File: src/rtl/lsu_ctrl_if.sv
// Request/response and data-memory bus of the load/store unit.
// slave = LSU side, master = CPU plus data-memory side.
interface lsu_ctrl_if;
    logic        req_valid;
    logic        req_ready;
    logic        req_we;
    logic [1:0]  req_size;
    logic        req_signed;
    logic [31:0] req_addr;
    logic [31:0] req_wdata;
    logic        resp_valid;
    logic [31:0] resp_rdata;
    logic        resp_err;
    logic        mem_we;
    logic [31:0] mem_addr;
    logic [31:0] mem_wdata;
    logic [31:0] mem_rdata;

    modport slave (
        input  req_valid, req_we, req_size, req_signed, req_addr, req_wdata, mem_rdata,
        output req_ready, resp_valid, resp_rdata, resp_err, mem_we, mem_addr, mem_wdata
    );

    modport master (
        output req_valid, req_we, req_size, req_signed, req_addr, req_wdata, mem_rdata,
        input  req_ready, resp_valid, resp_rdata, resp_err, mem_we, mem_addr, mem_wdata
    );
endinterface

File: src/rtl/lsu_ctrl.sv
// Load/store unit: byte/half/word accesses onto a word-wide memory, sub-word stores via read-modify-write.
// Define LSU_MISALIGN_CHECK_EN to report misaligned accesses as errors instead of aligning them down.
module lsu_ctrl (
    input  logic       clk,
    input  logic       rst_n,
    lsu_ctrl_if.slave  bus
);
    typedef enum logic [1:0] {IDLE, RD, WR, RESP} state_e;

    state_e      state_q, state_d;
    logic        we_q;
    logic        signed_q;
    logic        err_q;
    logic [1:0]  size_q;
    logic [1:0]  lane_q;
    logic [31:0] wdata_q;
    logic [31:0] cap_q;
    logic [31:0] mem_addr_q;

    logic        accept;
    logic        mis;
    logic [31:0] addr_eff;

    always_comb begin
        accept   = bus.req_valid && (state_q == IDLE);
        addr_eff = bus.req_addr;
`ifdef LSU_MISALIGN_CHECK_EN
        mis = ((bus.req_size == 2'b01) && bus.req_addr[0]) ||
              (bus.req_size[1] && (bus.req_addr[1:0] != 2'b00));
`else
        mis = 1'b0;
        if (bus.req_size == 2'b01) begin
            addr_eff[0] = 1'b0;
        end else if (bus.req_size[1]) begin
            addr_eff[1:0] = 2'b00;
        end
`endif
    end

    always_ff @(posedge clk or negedge rst_n) begin
        if (!rst_n) begin
            state_q <= IDLE;
        end else begin
            state_q <= state_d;
        end
    end

    always_ff @(posedge clk or negedge rst_n) begin
        if (!rst_n) begin
            we_q       <= 1'b0;
            signed_q   <= 1'b0;
            err_q      <= 1'b0;
            size_q     <= '0;
            lane_q     <= '0;
            wdata_q    <= '0;
            cap_q      <= '0;
            mem_addr_q <= '0;
        end else begin
            if (accept) begin
                we_q     <= bus.req_we;
                signed_q <= bus.req_signed;
                err_q    <= mis;
                size_q   <= bus.req_size;
                lane_q   <= addr_eff[1:0];
                wdata_q  <= bus.req_wdata;
                // Misaligned requests never reach memory, so the bus address keeps its old value.
                if (!mis) begin
                    mem_addr_q <= {addr_eff[31:2], 2'b00};
                end
            end
            if (state_q == RD) begin
                cap_q <= bus.mem_rdata;
            end
        end
    end

    always_comb begin
        state_d = state_q;
        case (state_q)
            IDLE: begin
                if (accept) begin
                    if (mis) begin
                        state_d = RESP;
                    end else if (!bus.req_we || !bus.req_size[1]) begin
                        state_d = RD;
                    end else begin
                        state_d = WR;
                    end
                end
            end
            RD:      state_d = we_q ? WR : RESP;
            WR:      state_d = RESP;
            RESP:    state_d = IDLE;
            default: state_d = IDLE;
        endcase
    end

    logic [31:0] merged;
    logic [31:0] shifted;
    logic [31:0] load_val;

    always_comb begin
        merged = cap_q;
        if (size_q == 2'b00) begin
            merged[{lane_q, 3'b000} +: 8] = wdata_q[7:0];
        end else if (lane_q[1]) begin
            merged[31:16] = wdata_q[15:0];
        end else begin
            merged[15:0] = wdata_q[15:0];
        end

        shifted  = cap_q >> {lane_q, 3'b000};
        load_val = cap_q;
        if (size_q == 2'b00) begin
            load_val = {{24{signed_q & shifted[7]}}, shifted[7:0]};
        end else if (size_q == 2'b01) begin
            shifted  = lane_q[1] ? {16'h0000, cap_q[31:16]} : {16'h0000, cap_q[15:0]};
            load_val = {{16{signed_q & shifted[15]}}, shifted[15:0]};
        end
    end

    always_comb begin
        bus.req_ready  = (state_q == IDLE);
        bus.resp_valid = (state_q == RESP);
        bus.resp_err   = (state_q == RESP) && err_q;
        bus.resp_rdata = '0;
        if ((state_q == RESP) && !we_q && !err_q) begin
            bus.resp_rdata = load_val;
        end
        bus.mem_we    = (state_q == WR);
        bus.mem_addr  = mem_addr_q;
        bus.mem_wdata = '0;
        if (state_q == WR) begin
            bus.mem_wdata = size_q[1] ? wdata_q : merged;
        end
    end
endmodule

File: src/flat_wrapper.sv
// flat-port wrapper written by rule: the top's interface ports become plain ports
module lsu_ctrl_flat 
  (clk, rst_n, bus_req_valid, bus_req_we, bus_req_size, bus_req_signed, bus_req_addr, bus_req_wdata, bus_mem_rdata, bus_req_ready, bus_resp_valid, bus_resp_rdata, bus_resp_err, bus_mem_we, bus_mem_addr, bus_mem_wdata);
  lsu_ctrl_if bus_i ();
  input  logic clk;
  input  logic rst_n;
  input wire logic [$bits(bus_i.req_valid)-1:0] bus_req_valid;
  input wire logic [$bits(bus_i.req_we)-1:0] bus_req_we;
  input wire logic [$bits(bus_i.req_size)-1:0] bus_req_size;
  input wire logic [$bits(bus_i.req_signed)-1:0] bus_req_signed;
  input wire logic [$bits(bus_i.req_addr)-1:0] bus_req_addr;
  input wire logic [$bits(bus_i.req_wdata)-1:0] bus_req_wdata;
  input wire logic [$bits(bus_i.mem_rdata)-1:0] bus_mem_rdata;
  output wire logic [$bits(bus_i.req_ready)-1:0] bus_req_ready;
  output wire logic [$bits(bus_i.resp_valid)-1:0] bus_resp_valid;
  output wire logic [$bits(bus_i.resp_rdata)-1:0] bus_resp_rdata;
  output wire logic [$bits(bus_i.resp_err)-1:0] bus_resp_err;
  output wire logic [$bits(bus_i.mem_we)-1:0] bus_mem_we;
  output wire logic [$bits(bus_i.mem_addr)-1:0] bus_mem_addr;
  output wire logic [$bits(bus_i.mem_wdata)-1:0] bus_mem_wdata;
  assign bus_i.req_valid = bus_req_valid;
  assign bus_i.req_we = bus_req_we;
  assign bus_i.req_size = bus_req_size;
  assign bus_i.req_signed = bus_req_signed;
  assign bus_i.req_addr = bus_req_addr;
  assign bus_i.req_wdata = bus_req_wdata;
  assign bus_i.mem_rdata = bus_mem_rdata;
  assign bus_req_ready = bus_i.req_ready;
  assign bus_resp_valid = bus_i.resp_valid;
  assign bus_resp_rdata = bus_i.resp_rdata;
  assign bus_resp_err = bus_i.resp_err;
  assign bus_mem_we = bus_i.mem_we;
  assign bus_mem_addr = bus_i.mem_addr;
  assign bus_mem_wdata = bus_i.mem_wdata;
  lsu_ctrl u_core (.clk(clk), .rst_n(rst_n), .bus(bus_i));
endmodule
File: config.mk
export PLATFORM = sky130hd
export DESIGN_NAME = lsu_ctrl_flat
export DESIGN_NICKNAME = d
export VERILOG_FILES = /design/src/rtl/lsu_ctrl_if.sv /design/src/rtl/lsu_ctrl.sv /design/src/flat_wrapper.sv
export SDC_FILE = /design/constraint.sdc
export NUM_CORES = 1
export LEC_CHECK = 0
export CORE_MARGIN = 5
export CORE_UTILIZATION = 49
export DETAILED_ROUTE_END_ITERATION = 8
export MAX_ROUTING_LAYER = met4
export PLACE_DENSITY = 0.88
export REMOVE_ABC_BUFFERS = 1
export SETUP_SLACK_MARGIN = 0.3
export SLEW_MARGIN = 15
export SYNTH_ARGS = -nofsm -noshare
export SYNTH_HDL_FRONTEND = slang
export SYNTH_SLANG_ARGS = --single-unit
File: constraint.sdc
create_clock -name clk -period 4 [get_ports clk]
set_input_delay 0.4 -clock clk [delete_from_list [all_inputs] [get_ports clk]]
set_output_delay 0.4 -clock clk [all_outputs]
set_load 0.01 [all_outputs]
==> results of run 1 <==
[synth_stat cells (2+ instances only)]
master | number | share of area [%]
nand4_1 | 2 | 0.22
a21oi_1 | 28 | 2.5
nor2_1 | 20 | 1.3
dfrtp_1 | 102 | 45
a31o_2 | 5 | 0.77
a22oi_1 | 8 | 1.1
buf_6 | 3 | 0.60
mux2_2 | 77 | 15
a211oi_1 | 15 | 2.0
clkbuf_1 | 15 | 0.99
buf_1 | 2 | 0.13
nor3_1 | 12 | 1.1
nand2_1 | 35 | 2.3
buf_2 | 16 | 1.4
o22ai_1 | 20 | 2.2
a31oi_1 | 2 | 0.22
nand2b_1 | 4 | 0.44
mux4_1 | 4 | 1.9
mux2i_1 | 9 | 1.6
mux4_2 | 3 | 1.2
ha_1 | 9 | 2.0
a221oi_1 | 18 | 2.8
buf_4 | 4 | 0.53
o31ai_1 | 4 | 0.53
nand3_1 | 2 | 0.18
o21ai_0 | 63 | 5.6
nor2b_1 | 12 | 1.3
inv_1 | 30 | 2.0
[worst max-delay path, cell delays in order, from the launching register on]
cell and delay [ns]:
dfrtp_1 0.93, inv_1 0.53, nand3_1 0.50, nor2_1 0.09, nor3_1 0.26, clkdlybuf4s50_1 0.60
[report_power, final]
part           leakage, nW  switching, mW  total, mW  internal, mW
clock network        0.143          0.435      0.877         0.442
logic                 1.89           1.87       3.75          1.88
registers             1.22          0.573       2.13          1.56
total                 3.25           2.88       6.76          3.88
[per-stage QoR]
stage | util, % | area [um2] | instances | power (mW) | setup slack, ns
final | 71.0 | 8080 | 879 | 6.76 | 0.311
after floorplan | - | 5460 | 501 | 3.98 | 1.15
after global routing | 71.0 | 8080 | 879 | 7.16 | 0.283
after detailed placement | 68.3 | 7760 | 861 | 5.83 | 0.722
after CTS | 70.9 | 8060 | 877 | 6.73 | 0.306
after global placement | 68.3 | 7760 | 861 | 5.73 | 0.776
[state kept, by name, indices dropped and copies added (netlist names)]
signal,cells
u_core.bus.mem_addr,30
u_core.signed_q,1
u_core.lane_q,2
u_core.we_q,1
u_core.size_q,2
u_core.wdata_q,32
u_core.state_q,2
u_core.cap_q,32
[metal layers]
metal	vias up	global-route usage, %	routed length [um]
met1	2589	36.5	8090
met5	-	-	0
met2	330	46.1	9480
met4	0	11.0	603
met3	57	10.6	2070
li1	2364	-	-
[kinds of logic (layout without fill, tap and decap cells)]
logic type | Yosys count | count (layout) | share of synthesized area (%)
AOI/OAI and AO/OA | 169 | 169 | 18.5
DFF | 102 | 102 | 45.0
muxes | 93 | 93 | 19.9
and+or+nand+nor | 93 | 93 | 8.47
buffers and inverters | 73 | 267 | 6.04
adders and majority gates | 9 | 9 | 1.99
other | 1 | 3 | 0.0661
[layout make-up]
class,instances,share of cell area [%]
Clock buffer,10,2.83
Clock inverter,6,0.774
Inverter,32,1.49
Multi-Input combinational cell,367,34.6
Sequential cell,102,31.6
Tap cell,143,2.21
Timing Repair Buffer,219,26.5
[how the worst max path moves through the flow]
stage / depth (start not counted) / to / start
final: 5 / bus_mem_wdata[10] / u_core.size_q[1]
after global routing: 5 / bus_mem_wdata[10] / u_core.size_q[1]
after CTS: 6 / bus_mem_wdata[10] / u_core.lane_q[1]
after detailed placement: 6 / bus_mem_wdata[10] / u_core.lane_q[1]
after global placement: 6 / bus_mem_wdata[10] / u_core.lane_q[1]
after floorplan: 5 / bus_mem_wdata[30] / u_core.lane_q[1]
[what timing repair did]
item,4_1_cts,5_1_grt
buffers inserted,0,2
resized for setup,0,1
setup endpoints to repair,0,12
==> flow_summary.ini, run 1 <==
[cts]
hold_buffers = 0
clock_path_buffers = 2
cts_root_buf = clkbuf_16
numCtsBuffers = 9
tritoncts = done
cts.reportedPaths.clkPinSlew_ns = 0.08
clk_latency_ns = 0.36
htree_levels = 3
clock_sinks = 102

[route]
routedWlPerCell_um = 23.0
via_count = 5340
drc = 0
ant_nets = 0
dr.pass1.iters = 5
drt_iter0_markers = 459
wirelength_mm = 20.2
viasPerCell = 6.08

[global_routing]
track_usage_pct = 29.9
antenna_found_initial = 0
grt_pass1_wl_mm = 31.8
grt_pass1_vias = 5736
grt_max_degree = 75
grt_overflow = 0

[power]
p_leak_nw = 3.25
peakVddDrop_v = 0.000563
p_per_area_nw_per_um2 = 837

[placed_design]
port_buffers = 199
place_congestion = 0.897
dp_hpwl_mm = 14.5

[yosys]
yosys_register_bits = 102
syn_avg_cell_area_um2 = 10.5
synth_flop_cell = dfrtp_1
synth_warnings = 0
yosys.cell_types.count = 44
synth-edff-count = 0
ys_seq_area_share_pct = 45.0
synth_area_um2 = 5670
async_reset_ff_share_pct = 100
syn_inst = 540

[sta]
fin_setup_tns_ns = 0
tightestPinTransition_ns = 0.995
hold_violations = 0
finalCriticalPeriod_ns = 3.69
period_share_pct = 92.2
slew_viol_final = 0
max_clock_freq_ghz = 0.271
setup_viol = 0
rsz0062_at_grt = yes
hold-worst-slack_ns = 0.181
relSlewSlack_pct = 33.3
skew_ns = 0.00634

[status]
status = finished, final reports clean

[cells_and_area]
multi_input_area_um2 = 2800
nets = 843
fill_cells = 836
syn_to_final_growth_pct = 42.4
seqCellArea_um2 = 2550
layout_commonest_cell = clkdlybuf4s50_1
drive_above_1_share_pct = 17.9
final_cell_mix = 198 x clkdlybuf4s50_1, 102 x dfrtp_1, 77 x mux2_2
n_antenna_cell = 0

[run]
maxCapViolations = 0

[die]
ios = 203
core_um2 = 11400
start_util_pct = 49.9
die_w_um = 118
num_rows = 39
die-area_um2 = 13800
die_h_um = 118

[setup_path]
worstSetupPathType = flop to output port
r2r_end = u_core.wdata_q[27]
r2r_cells = 5
worstSetupEndpointType = output port
worstPathArrival_ns = 3.29
critPathLaunchType = flop
required_ns = 3.60
r2r_start = u_core.state_q[0]
regToRegSetupSlack_ns = 1.65
path_max_fanout = 20

[worst_hold_path]
hold_path.class = primary input to async pin
Note: power is estimated with default switching activity, not from simulation.
==> run 2, diff against run 1 <==
- CELL_PAD_IN_SITES_DETAIL_PLACEMENT: default -> 1
- CELL_PAD_IN_SITES_GLOBAL_PLACEMENT: default -> 1
- CORE_UTILIZATION: 49 -> 37
- GPL_ROUTABILITY_DRIVEN: default -> 0
- PLACE_DENSITY: 0.88 -> 0.89
- REMOVE_ABC_BUFFERS: 1 -> default
==> run 2 against run 1 <==
  * Hold slack better by 0.0093 ns
  * Setup slack better by 0.22 ns
  * Cell area is 0.28% higher
  * Largest power group unchanged
  * Sequential share of layout area down 0.057 points
  * Critical path type unchanged
==> flow_summary.ini, run 2 (synthesis gave the netlist of run 1 again) <==
[power]
power.total_mw = 6.84
peakVddDrop_v = 0.000463
p_per_area_nw_per_um2 = 844
p_leak_nw = 3.21

[route]
ant_nets = 0
routedWlPerCell_um = 23.7
wirelength_mm = 21.7
drc = 0
drt_iter0_markers = 571
via_count = 5362
viasPerCell = 5.86
dr.pass1.iters = 5

[setup_path]
cp-startpoint = u_core.lane_q[1]
worstSetupEndpointType = output port
r2r_cells = 5
critPathLaunchType = flop
worstSetupPathType = flop to output port
slowest_delay_ns = 0.62
crit_buf_inv = 2
r2r_end = u_core.wdata_q[30]
path_cells = inv_1, ha_1, nor4_4, a221oi_1, a211oi_1, clkdlybuf4s50_1
regToRegSetupSlack_ns = 1.80
cpLargestDelayFamily = buffers and inverters
required_ns = 3.60
path_max_fanout = 8
r2r_start = u_core.state_q[0]
worstPathArrival_ns = 3.06
critPathSlowestCell = clkdlybuf4s50_1

[cts]
htree_levels = 3
cts_root_buf = clkbuf_16
clock_path_buffers = 2
numCtsBuffers = 9
clock_sinks = 102
clk_latency_ns = 0.36
tritoncts = done
post_cts_buffers = 0
cts.reportedPaths.clkPinSlew_ns = 0.08

[die]
ios = 203
num_rows = 45
start_util_pct = 37.4
die_w_um = 134
die-area_um2 = 17900
die_h_um = 134
core_um2 = 15100

[sta]
hold_violations = 0
tightestPinTransition_ns = 0.969
rsz0062_at_grt = no
max_clock_freq_ghz = 0.289
setup_viol = 0
period_share_pct = 86.6
skew_ns = 0.00976
finalCriticalPeriod_ns = 3.46
fin_setup_tns_ns = 0
relSlewSlack_pct = 35.4
slew_viol_final = 0

[global_routing]
met2_usage_pct = 41.5
grtUsageMet3_pct = 5.70
grt_pass1_vias = 5836
grt.busiest_layer = met2
grt_max_degree = 76
grt_pass1_wl_mm = 32.9
track_usage_pct = 24.3
antenna_found_initial = 0
grt_util_met1_pct = 28.0
grt_overflow = 0

[placed_design]
placed_cells = 899
dp_hpwl_mm = 15.9
port_buffers = 199

[cells_and_area]
final_cell_mix = 198 x clkdlybuf4s50_1, 100 x dfrtp_1, 77 x mux2_2
instances_no_fill = 915
drive_above_1_share_pct = 17.5
final_util_pct = 53.5
n_antenna_cell = 0
syn_to_final_growth_pct = 42.8
layout_commonest_cell = clkdlybuf4s50_1
nets = 834

[worst_hold_path]
hold_path.class = primary input to async pin

[status]
status = finished, final reports clean

[run]
maxCapViolations = 0
-- run 2: repair_timing --
action | in CTS | in global routing
hold buffers | 0 | 0
resized for setup | 0 | 3
endpoints found under the setup margin | 0 | 16
-- run 2: worst max path at each step --
| stage | to | slack [ns] | cells after the start |
|---|---|---|---|
| 3_5_place_dp | bus_mem_wdata[9] | 0.82 | 5 |
| 5_1_grt | bus_mem_wdata[28] | 0.37 | 6 |
| 2_1_floorplan | bus_mem_wdata[30] | 1.56 | 7 |
| 6_report | bus_mem_wdata[25] | 0.54 | 6 |
| 4_1_cts | bus_mem_wdata[9] | 0.36 | 5 |
| 3_3_place_gp | bus_mem_wdata[24] | 0.95 | 6 |
-- run 2: per-stage QoR --
step / setup WS [ns] / hold WS, ns / instance area [um2]
2_1_floorplan: 1.56 / 0.104 / 5680
5_1_grt: 0.373 / 0.280 / 8100
3_3_place_gp: 0.950 / 0.487 / 7780
3_5_place_dp: 0.815 / 0.493 / 7780
4_1_cts: 0.363 / 0.225 / 8090
6_report: 0.536 / 0.190 / 8100
-- run 2: per-layer routing --
metal,up-vias,share of wire (%)
met2,262,51
met1,2706,40
li1,2347,-
met5,-,0
met4,0,3.1
met3,47,6.6
-- run 2: layout make-up --
cell class | instances | area (um2)
Sequential cell | 102 | 2550
Clock buffer | 9 | 225
Inverter | 32 | 120
Timing Repair Buffer | 210 | 2080
Fill cell | 1624 | 7050
Clock inverter | 7 | 88.8
Tap cell | 188 | 235
Multi-Input combinational cell | 367 | 2790
-- run 2: report_power, final --
group	internal (mW)	switching [mW]	total, mW
clock	0.501	0.443	0.944
sequential	1.56	0.653	2.21
combinational	1.85	1.84	3.68
total	3.91	2.93	6.84
